--- src/rtl/nes_pad_receiver_pkg.sv ---
// Shared definitions for the serial gamepad receiver: FSM encoding,
// button bit positions and stream lengths for NES / SNES pads.
package pad_pkg;

    typedef enum logic [2:0] {
        IDLE,
        LATCH,
        RD_LOW,
        RD_HIGH,
        DONE
    } state_t;

    localparam int NES_BITS  = 8;
    localparam int SNES_BITS = 16;

    localparam int BTN_A      = 0;
    localparam int BTN_B      = 1;
    localparam int BTN_SELECT = 2;
    localparam int BTN_START  = 3;
    localparam int BTN_UP     = 4;
    localparam int BTN_DOWN   = 5;
    localparam int BTN_LEFT   = 6;
    localparam int BTN_RIGHT  = 7;
    localparam int SNES_A     = 8;
    localparam int SNES_X     = 9;
    localparam int SNES_L     = 10;
    localparam int SNES_R     = 11;

    // Counter width that never collapses to zero bits.
    function automatic int cnt_width(input int n);
        return (n > 1) ? $clog2(n) : 1;
    endfunction

endpackage

--- src/rtl/nes_pad_receiver_if.sv ---
// Bundle between the pad receiver and its host/pads: poll request,
// pad wiring and the published button/connection words.
interface nes_pad_receiver_if #(
    parameter int NUM_PADS = 1,
    parameter int NUM_BITS = 8
);
    logic                         start;
    logic [NUM_PADS-1:0]          pad_data;
    logic                         pad_latch;
    logic                         pad_clk;
    logic [NUM_PADS*NUM_BITS-1:0] buttons;
    logic [NUM_PADS-1:0]          connected;
    logic                         valid;
    logic                         busy;

    modport master (
        output start, pad_data,
        input  pad_latch, pad_clk, buttons, connected, valid, busy
    );

    modport slave (
        input  start, pad_data,
        output pad_latch, pad_clk, buttons, connected, valid, busy
    );
endinterface

--- src/rtl/nes_pad_receiver_input_synchroniser.sv ---
// Two-flop synchroniser for asynchronous pad data lines, one chain per bit.
module input_synchroniser #(
    parameter int WIDTH = 1
) (
    input  logic             clk,
    input  logic             reset,
    input  logic [WIDTH-1:0] d,
    output logic [WIDTH-1:0] q
);
    logic [WIDTH-1:0] meta;

    // NOTE: sequential state is always updated with <= so every flop samples pre-edge values.
    always_ff @(posedge clk) begin
        if (reset) begin
            meta <= '0;
            q    <= '0;
        end else begin
            meta <= d;
            q    <= meta;
        end
    end
endmodule

--- src/rtl/nes_pad_receiver.sv ---
// Polls NUM_PADS serial gamepads sharing one latch/clock pair and publishes
// active-high button words plus per-pad connection status once per start.
module nes_pad_receiver
    import pad_pkg::*;
#(
    parameter int NUM_PADS = 1,
    parameter int NUM_BITS = NES_BITS,
    parameter int CLK_DIV  = 4
) (
    input logic               clk,
    input logic               reset,
    nes_pad_receiver_if.slave bus
);
    localparam int TW = $clog2(CLK_DIV);
    localparam int BW = cnt_width(NUM_BITS);

    state_t                             state, state_nxt;
    logic   [TW-1:0]                    tick;
    logic                               latch_half;
    logic   [BW-1:0]                    bit_idx;
    logic   [NUM_PADS-1:0]              sync_data;
    logic   [NUM_PADS-1:0][NUM_BITS-1:0] shift_q, shift_nxt, frame_masked, buttons_q;
    logic   [NUM_PADS-1:0]              present, connected_q;
    logic                               tick_last, bit_last, sample;

    input_synchroniser #(.WIDTH(NUM_PADS)) u_sync (
        .clk   (clk),
        .reset (reset),
        .d     (bus.pad_data),
        .q     (sync_data)
    );

    assign tick_last = (tick == TW'(CLK_DIV - 1));
    assign bit_last  = (bit_idx == BW'(NUM_BITS - 1));
    assign sample    = (state == RD_LOW) && tick_last;

    always_ff @(posedge clk) begin
        if (reset) state <= IDLE;
        else       state <= state_nxt;
    end

    always_comb begin
        // NOTE: default first so no path through the case can infer a latch.
        state_nxt = state;
        unique case (state)
            IDLE:    if (bus.start) state_nxt = LATCH;
            LATCH:   if (tick_last && latch_half) state_nxt = RD_LOW;
            RD_LOW:  if (tick_last) state_nxt = bit_last ? DONE : RD_HIGH;
            RD_HIGH: if (tick_last) state_nxt = RD_LOW;
            DONE:    state_nxt = IDLE;
            default: state_nxt = IDLE;
        endcase
    end

    always_comb begin
        bus.pad_latch = (state == LATCH);
        bus.pad_clk   = (state == RD_HIGH);
        bus.busy      = (state == LATCH) || (state == RD_LOW) || (state == RD_HIGH);
        bus.valid     = (state == DONE);
    end

    // LATCH spans two tick periods; latch_half marks the second one.
    always_ff @(posedge clk) begin
        if (reset || state == IDLE || state == DONE) begin
            tick       <= '0;
            latch_half <= 1'b0;
            bit_idx    <= '0;
        end else begin
            tick <= tick_last ? '0 : tick + 1'b1;
            if (state == LATCH && tick_last)   latch_half <= ~latch_half;
            if (state == RD_HIGH && tick_last) bit_idx    <= bit_idx + 1'b1;
        end
    end

    // An all-ones inverted frame means the line sat low the whole poll: no pad.
    always_comb begin
        shift_nxt    = shift_q;
        frame_masked = '0;
        present      = '0;
        for (int p = 0; p < NUM_PADS; p++) begin
            shift_nxt[p][bit_idx] = ~sync_data[p];
            present[p]            = ~&shift_nxt[p];
            frame_masked[p]       = present[p] ? shift_nxt[p] : '0;
        end
    end

    // Published words change only on the final sample, together with entry into DONE.
    // NOTE: the shift registers are reset too, so the first frame after reset is never stale.
    always_ff @(posedge clk) begin
        if (reset) begin
            shift_q     <= '0;
            buttons_q   <= '0;
            connected_q <= '0;
        end else if (sample) begin
            shift_q <= shift_nxt;
            if (bit_last) begin
                buttons_q   <= frame_masked;
                connected_q <= present;
            end
        end
    end

    assign bus.buttons   = buttons_q;
    assign bus.connected = connected_q;
endmodule

--- src/flat_wrapper.sv ---
// flat-port wrapper written by rule: the top's interface ports become plain ports
module nes_pad_receiver_flat import pad_pkg::*;
#(
    parameter int NUM_PADS = 1,
    parameter int NUM_BITS = NES_BITS,
    parameter int CLK_DIV  = 4
)
  (clk, reset, bus_start, bus_pad_data, bus_pad_latch, bus_pad_clk, bus_buttons, bus_connected, bus_valid, bus_busy);
  nes_pad_receiver_if #(.NUM_PADS(NUM_PADS), .NUM_BITS(NUM_BITS)) bus_i ();
  input logic clk;
  input logic reset;
  input wire logic [$bits(bus_i.start)-1:0] bus_start;
  input wire logic [$bits(bus_i.pad_data)-1:0] bus_pad_data;
  output wire logic [$bits(bus_i.pad_latch)-1:0] bus_pad_latch;
  output wire logic [$bits(bus_i.pad_clk)-1:0] bus_pad_clk;
  output wire logic [$bits(bus_i.buttons)-1:0] bus_buttons;
  output wire logic [$bits(bus_i.connected)-1:0] bus_connected;
  output wire logic [$bits(bus_i.valid)-1:0] bus_valid;
  output wire logic [$bits(bus_i.busy)-1:0] bus_busy;
  assign bus_i.start = bus_start;
  assign bus_i.pad_data = bus_pad_data;
  assign bus_pad_latch = bus_i.pad_latch;
  assign bus_pad_clk = bus_i.pad_clk;
  assign bus_buttons = bus_i.buttons;
  assign bus_connected = bus_i.connected;
  assign bus_valid = bus_i.valid;
  assign bus_busy = bus_i.busy;
  nes_pad_receiver #(.NUM_PADS(NUM_PADS), .NUM_BITS(NUM_BITS), .CLK_DIV(CLK_DIV)) u_core (.clk(clk), .reset(reset), .bus(bus_i));
endmodule
--- config.mk ---
export PLATFORM = sky130hd
export DESIGN_NAME = nes_pad_receiver_flat
export DESIGN_NICKNAME = d
export VERILOG_FILES = /design/src/rtl/nes_pad_receiver_pkg.sv /design/src/rtl/nes_pad_receiver_if.sv /design/src/rtl/nes_pad_receiver_input_synchroniser.sv /design/src/rtl/nes_pad_receiver.sv /design/src/flat_wrapper.sv
export SDC_FILE = /design/constraint.sdc
export NUM_CORES = 1
export LEC_CHECK = 0
export ABC_AREA = 1
export BUFFER_PORTS_ARGS = -buffer_cell sky130_fd_sc_hd__buf_2
export CAP_MARGIN = 5
export CORE_MARGIN = 10
export CORE_UTILIZATION = 32
export CTS_CLUSTER_DIAMETER = 80
export CTS_CLUSTER_SIZE = 40
export DETAILED_ROUTE_END_ITERATION = 8
export PLACE_DENSITY = 0.54
export SETUP_SLACK_MARGIN = 0.2
export SYNTH_ARGS = -nofsm -noshare
export SYNTH_HDL_FRONTEND = slang
export SYNTH_SLANG_ARGS = --single-unit
--- constraint.sdc ---
create_clock -name clk -period 1.4 [get_ports clk]
set_input_delay 0.28 -clock clk [delete_from_list [all_inputs] [get_ports clk]]
set_output_delay 0.28 -clock clk [all_outputs]
set_load 0.1 [all_outputs]
==> results of run 1 <==
-- placed cells by master, fill, tap and decap left out, drive strengths merged --
cell	synthesis	routed
buf	4	51
nand2	44	45
dfxtp	28	28
nor2	19	19
nand3	18	18
inv	18	18
a21oi	12	12
o21ai	12	12
a31oi	8	8
nand4	4	4
clkbuf	1	4
ha	3	3
nor3	2	2
clkinv	0	1
a211oi	1	1
and3	1	1
nand3b	1	1
o211ai	1	1
nand2b	1	1
o22ai	1	1
bufinv	0	1
-- power by group --
group,switching (W),internal [W]
combinational,0.000417,0.000287
sequential,0.0000325,0.000821
clock,0.000258,0.000383
total,0.000707,0.00149
-- Yosys cell counts --
master,instances
clkbuf_1,1
nor2_1,14
nand3_1,18
o211ai_1,1
o21ai_0,12
nand2_4,1
a21oi_1,12
nand2_2,1
nand4_1,4
nor3_2,1
and3_1,1
nand2_1,42
nor2_4,1
nor2_2,4
buf_4,1
ha_1,3
dfxtp_1,28
nor3_1,1
a211oi_1,1
nand3b_1,1
nand2b_1,1
o22ai_1,1
buf_6,2
inv_1,12
inv_2,6
buf_2,1
a31oi_1,8
-- final cells by class --
| cell class | count | area [sq um] |
|---|---|---|
| clock buffers | 3 | 41.3 |
| clock inverters | 1 | 30.0 |
| fillers | 357 | 1710 |
| inverters | 18 | 105 |
| multi-input cells | 129 | 882 |
| flip-flops and latches | 28 | 592 |
| well taps | 50 | 62.6 |
| repair buffers | 52 | 539 |
| repair inverters | 1 | 11.3 |
-- registers in the layout, summed over array words and instances (netlist names) --
signal,cells
u_core.bit_idx,3
u_core.bus.buttons,8
u_core.bus.connected,1
u_core.latch_half,1
u_core.shift_q,8
u_core.state,3
u_core.tick,2
u_core.u_sync.meta,1
u_core.u_sync.q,1
-- kinds of logic after synthesis --
kind of cell,Yosys count,synth area share [%]
and+or+nand+nor,90,31.6
AOI/OAI and AO/OA,35,14.6
buffers and inverters,23,8.12
adders and majority gates,3,2.87
DFF,28,42.8
-- timing repair --
action                                  in CTS  in global routing
gates cloned                                 2                  1
endpoints found under the setup margin      33                 34
pin swaps                                    9                 16
resized for setup                           54                 45
setup buffers                               17                  8
-- metal layers --
| metal | vias to the layer above | wire length, um | GRT usage, % |
|---|---|---|---|
| li1 | 708 | - | - |
| met1 | 655 | 1720 | 11.3 |
| met2 | 19 | 2060 | 18.5 |
| met3 | 3 | 183 | 3.71 |
| met4 | 0 | 12 | 1.37 |
| met5 | - | 0 | 0 |
-- per-stage QoR --
stage	TNS (ns)	worst slack (ns)	utilization, %
3_5_place_dp	-0.259	-0.0487	41.8
3_3_place_gp	-0.149	-0.0440	41.8
4_1_cts	-0.0309	-0.0250	50.6
5_1_grt	-1.34	-0.150	57.0
6_report	-0.217	-0.0548	57.0
2_1_floorplan	-0.605	-0.194	-
-- worst reg2reg max path, cell delays in order (launching register included) --
cell       delay, ns
dfxtp_4         0.37
buf_6           0.13
nor3_4          0.23
nand2_4         0.10
nor2_4          0.16
clkbuf_16       0.17
nand3_2         0.06
a21oi_1         0.16
-- worst paths after layout --
kind	start	to	slack (ns)
min reg2reg	u_core.u_sync.meta$_SDFF_PP0_	u_core.u_sync.q$_SDFF_PP0_	0.42
min	bus_pad_data	u_core.u_sync.meta$_SDFF_PP0_	0.20
max	u_core.state[2]$_SDFFE_PP0P_	u_core.bus.buttons[2]$_SDFFE_PP0P_	-0.05
max reg2reg	u_core.state[2]$_SDFFE_PP0P_	u_core.bus.buttons[2]$_SDFFE_PP0P_	-0.05
==> impl_metrics.tcl, run 1 <==
set metrics [dict create \
    result_of_the_run "finished with violations" \
    failed_checks "setup timing" \
    yosys.cell_types.count 27 \
    synth_area_leaders "dfxtp_1 (43%), nand2_1 (12%), nand3_1 (6.9%), a21oi_1 (4.6%), o21ai_0 (4.6%)" \
    cts-buffers-inserted 3 \
    chipHeight_um 84.0 \
    initial_core_util_pct 33.0 \
    placedInstanceArea_sq_um 1660 \
    area_share_of_the_largest_cell_type_after_synthesis_pct 42.8 \
    routed-via-count 1385 \
    criticalPathCategory "flop to flop" \
    antenna_found_initial 0 \
    vias_per_cell 4.91 \
    rsz0062_at_grt "true" \
    layout.nets 240 \
    timing.critical_path.depth 7 \
    layout-drive-gt1-share_pct 58.6 \
    synth_cells 179 \
    wirelength_um 3980 \
    syn-num-nets 186 \
    timing.hold.worst.class "primary input to flop" \
    crit_slowest_cell "dfxtp_4" \
    max_slew.worst_pin.slew_ns 0.414 \
    tritoncts_num_sinks 28 \
    synth_sequential_area_ratio_pct 42.8 \
    worst_hold_slack_ns 0.196 \
    boundaryPins 17 \
    synth_top_area_cell "dfxtp_1" \
    io_buffer_count 16 \
    end_kind "flop" \
    grt_util_all_layers_pct 10.2 \
    gp_congestion 0.769 \
    path_delay_family "simple AND/OR/NAND/NOR gates" \
    arrival_ns 1.66 \
    start_kind "flop" \
    min_period_over_period_pct 104 \
    setup_slack_ns -0.0548 \
    postSynthRegisterBits 28 \
    fin_worst_skew_ns 0.00308 \
    fp.dieW_um 84.0 \
    via_count_of_the_first_global_routing_pass 1413 \
    detail_route.iter0.violations 64 \
    timing.max_cap.violations 0 \
    final-setup-viol-count 10 \
    dp_hpwl_um 2420 \
    total_power_w 0.00220 \
    layout-area-overhead-vs-synth_pct 72.8 \
    cts-root-buf "clkbuf_8" \
    floorplan.die_area_sq_um 7050 \
    max_stage_delay_ns 0.37 \
    reg2regPathDepth 7 \
    instances_no_fill 282 \
    vdd.ir_drop.worst_mv 0.766 \
    clock_tree_from_tritoncts "yes" \
    mappedNetlistArea_sq_um 1310 \
    crit_path_max_fanout 5 \
    ctsHtreeMaxLevel 1 \
    fin_area_sq_um 2260 \
    postCtsHoldBufs 0 \
    num_antenna_cells 0 \
    final_period_minus_worst_setup_slack_ns 1.45 \
    clkSlewWorstSetupHoldPaths_ns 0.10 \
    critical_path.cell_chain "buf_6 -> nor3_4 -> nand2_4 -> nor2_4 -> clkbuf_16 -> nand3_2 -> a21oi_1" \
    hold-path-cell-count 3 \
    worst_path_required_time_ns 1.60 \
    power_density_nw_per_um2 971 \
    drt_pass1_iterations 4 \
    timing_hold_violations_final 0 \
    route.detailed.drc 0 \
    cellLeakagePower_nw 0.913 \
    final_antenna_net_count 0 \
    avgSynthCellArea_sq_um 7.32 \
    placedCellCount 250 \
    floorplan.core_area_sq_um 3970 \
    grt_overflow 0 \
    timing.critical_path.buf_inv 2 \
    grt_pass1_wl_um 6280 \
    detail_route.wl_per_cell_um 14.1 \
    yosysWarningCount 0 \
    clkLatencyLatePin_ns 0.28 \
    finalMaxSlewViolations 0 \
    grt_max_degree 17 \
    placement_rows 23 \
    max_slew_margin_pct 72.4 \
    maxClockFrequency_ghz 0.687 \
    cts.path.max_buffers 2 \
]
No activity file was read; power rests on OpenSTA's default activity.
==> run 2: changes to the inputs <==
- MAX_ROUTING_LAYER: default -> met4
==> run 2 against run 1 <==
Net effect:
- the flow still finishes with violations (setup timing)
- clock-buffer cell count is the same
- final cell count is the same
- total power grew 0.17%
- global-route usage grew 0.27 points
- combinational power is essentially flat
- utilization is the same
- highest routed layer unchanged
==> impl_metrics.tcl, run 2 (synthesis results as in run 1) <==
set metrics [dict create \
    result_of_the_run "finished with violations" \
    failed_checks "setup timing" \
    globalRouteMet2Util_pct 18.5 \
    crit_path_max_fanout 5 \
    drt_pass1_iterations 4 \
    cts-buffers-inserted 3 \
    power.share.clock_pct 29.3 \
    most-common-layout-cells "buf_4 (25), nand2_1 (24), buf_6 (17)" \
    vias_per_cell 4.94 \
    ctsHtreeMaxLevel 1 \
    criticalPathCategory "flop to flop" \
    vdd.ir_drop.worst_mv 0.773 \
    via_count_of_the_first_global_routing_pass 1413 \
    final-setup-viol-count 11 \
    cellLeakagePower_nw 0.913 \
    worst_path_required_time_ns 1.61 \
    multi_input_comb_area_sq_um 882 \
    route.detailed.drc 0 \
    fin_worst_skew_ns 0.00318 \
    detail_route.iter0.violations 59 \
    grt_overflow 0 \
    placedInstanceArea_sq_um 1660 \
    regArea_sq_um 592 \
    part_of_the_total_power_dissipated_in_combinational_logic_pct 32.0 \
    start_kind "flop" \
    timing_hold_violations_final 0 \
    cts.path.max_buffers 2 \
    fin_area_sq_um 2260 \
    layout.nets 240 \
    arrival_ns 1.67 \
    io_buffer_count 16 \
    clkLatencyLatePin_ns 0.28 \
    finalMaxSlewViolations 0 \
    switching_power_w 0.000711 \
    dp_hpwl_um 2420 \
    max_slew_margin_pct 72.4 \
    setup-tns-final_ns -0.224 \
    wirelength_um 3980 \
    fill_cells 357 \
    maxClockFrequency_ghz 0.685 \
    p_int_w 0.00149 \
    final_util_pct 57.0 \
    mostFrequentLayoutCell "buf_4" \
    layout-area-overhead-vs-synth_pct 72.8 \
    gp_congestion 0.780 \
    cts-root-buf "clkbuf_8" \
    tritoncts_num_sinks 28 \
    power_density_nw_per_um2 973 \
    floorplan.die_area_sq_um 7050 \
    clkSlewWorstSetupHoldPaths_ns 0.10 \
    r2r_slack_ns -0.06 \
    num_antenna_cells 0 \
    min_period_over_period_pct 104 \
    postCtsHoldBufs 0 \
    routed-via-count 1393 \
    setup_slack_ns -0.0602 \
    placement_rows 23 \
    end_kind "flop" \
    grt_pass1_wl_um 6280 \
    final_period_minus_worst_setup_slack_ns 1.46 \
    detail_route.wl_per_cell_um 14.1 \
    clock_tree_from_tritoncts "yes" \
    timing.max_cap.violations 0 \
    switching_power_as_a_share_of_total_power_pct 32.3 \
    power.sequential.fraction_pct 38.7 \
    timing.hold.worst.class "primary input to flop" \
    initial_core_util_pct 33.0 \
    grt_use_met3_pct 3.42 \
    floorplan.core_area_sq_um 3970 \
    layout-drive-gt1-share_pct 58.6 \
    globalRoute.busiestLayer "met2" \
    placement.setup.worst_slack_ns -0.0487 \
    chipHeight_um 84.0 \
    grt_util_all_layers_pct 10.5 \
    grt_max_degree 17 \
    fp.dieW_um 84.0 \
    rsz0062_at_grt "true" \
    max_slew.worst_pin.slew_ns 0.414 \
    met1_usage_pct 11.5 \
    boundaryPins 17 \
    antenna_found_initial 0 \
    final_antenna_net_count 0 \
]
run 2: power by group through the flow:
| stage | combinational (W) | sequential (W) | clock (W) |
|---|---|---|---|
| 2_1_floorplan | 0.000365 | 0.000862 | 0 |
| 3_3_place_gp | 0.000533 | 0.000860 | 0 |
| 3_5_place_dp | 0.000539 | 0.000863 | 0 |
| 4_1_cts | 0.000619 | 0.000845 | 0.000665 |
| 5_1_grt | 0.000748 | 0.000857 | 0.000694 |
| 6_report | 0.000704 | 0.000853 | 0.000644 |
run 2: what timing repair did:
item,4_1_cts,5_1_grt
setup buffers,17,8
gates cloned,2,1
gates resized for setup,54,45
endpoints found under the hold margin,0,0
pin swaps,9,16
setup endpoints to repair,33,34
run 2: area by class of cell:
class / count / area share [%]
sequential: 28 / 26.1
inverter: 18 / 4.64
clock inverter: 1 / 1.33
multi-input combinational: 129 / 39.0
tap: 50 / 2.76
timing repair buffer: 52 / 23.8
timing repair inverter: 1 / 0.498
clock buffer: 3 / 1.82
run 2: metrics by stage:
| step | instances | hold WS (ns) | total power, W |
|---|---|---|---|
| floorplan | 179 | 0.342 | 0.00123 |
| global placement | 250 | 0.396 | 0.00139 |
| detailed placement | 250 | 0.409 | 0.00140 |
| CTS | 273 | 0.189 | 0.00213 |
| global route | 282 | 0.199 | 0.00230 |
| finish | 282 | 0.195 | 0.00220 |
run 2: critical path, cell delays in order (launching register included):
cell and delay, ns:
dfxtp_4 0.37, buf_6 0.13, nor3_4 0.23, nand2_4 0.10, nor2_4 0.16, clkbuf_16 0.17
nand3_2 0.07, a21oi_1 0.16
run 2: worst paths after layout:
path                                       from                            endpoint  depth (start not counted)
setup / recovery   u_core.state[2]$_SDFFE_PP0P_  u_core.bus.buttons[2]$_SDFFE_PP0P_                          7
hold / removal                     bus_pad_data       u_core.u_sync.meta$_SDFF_PP0_                          3
setup reg to reg   u_core.state[2]$_SDFFE_PP0P_  u_core.bus.buttons[2]$_SDFFE_PP0P_                          7
hold reg to reg   u_core.u_sync.meta$_SDFF_PP0_          u_core.u_sync.q$_SDFF_PP0_                          2
run 2: routing by layer:
layer	routed length (um)	vias to the layer above	part of all wire [%]
met5	0	-	0
met4	17	0	0.43
met2	2050	21	51
met1	1750	657	44
met3	164	5	4.1
li1	-	710	-
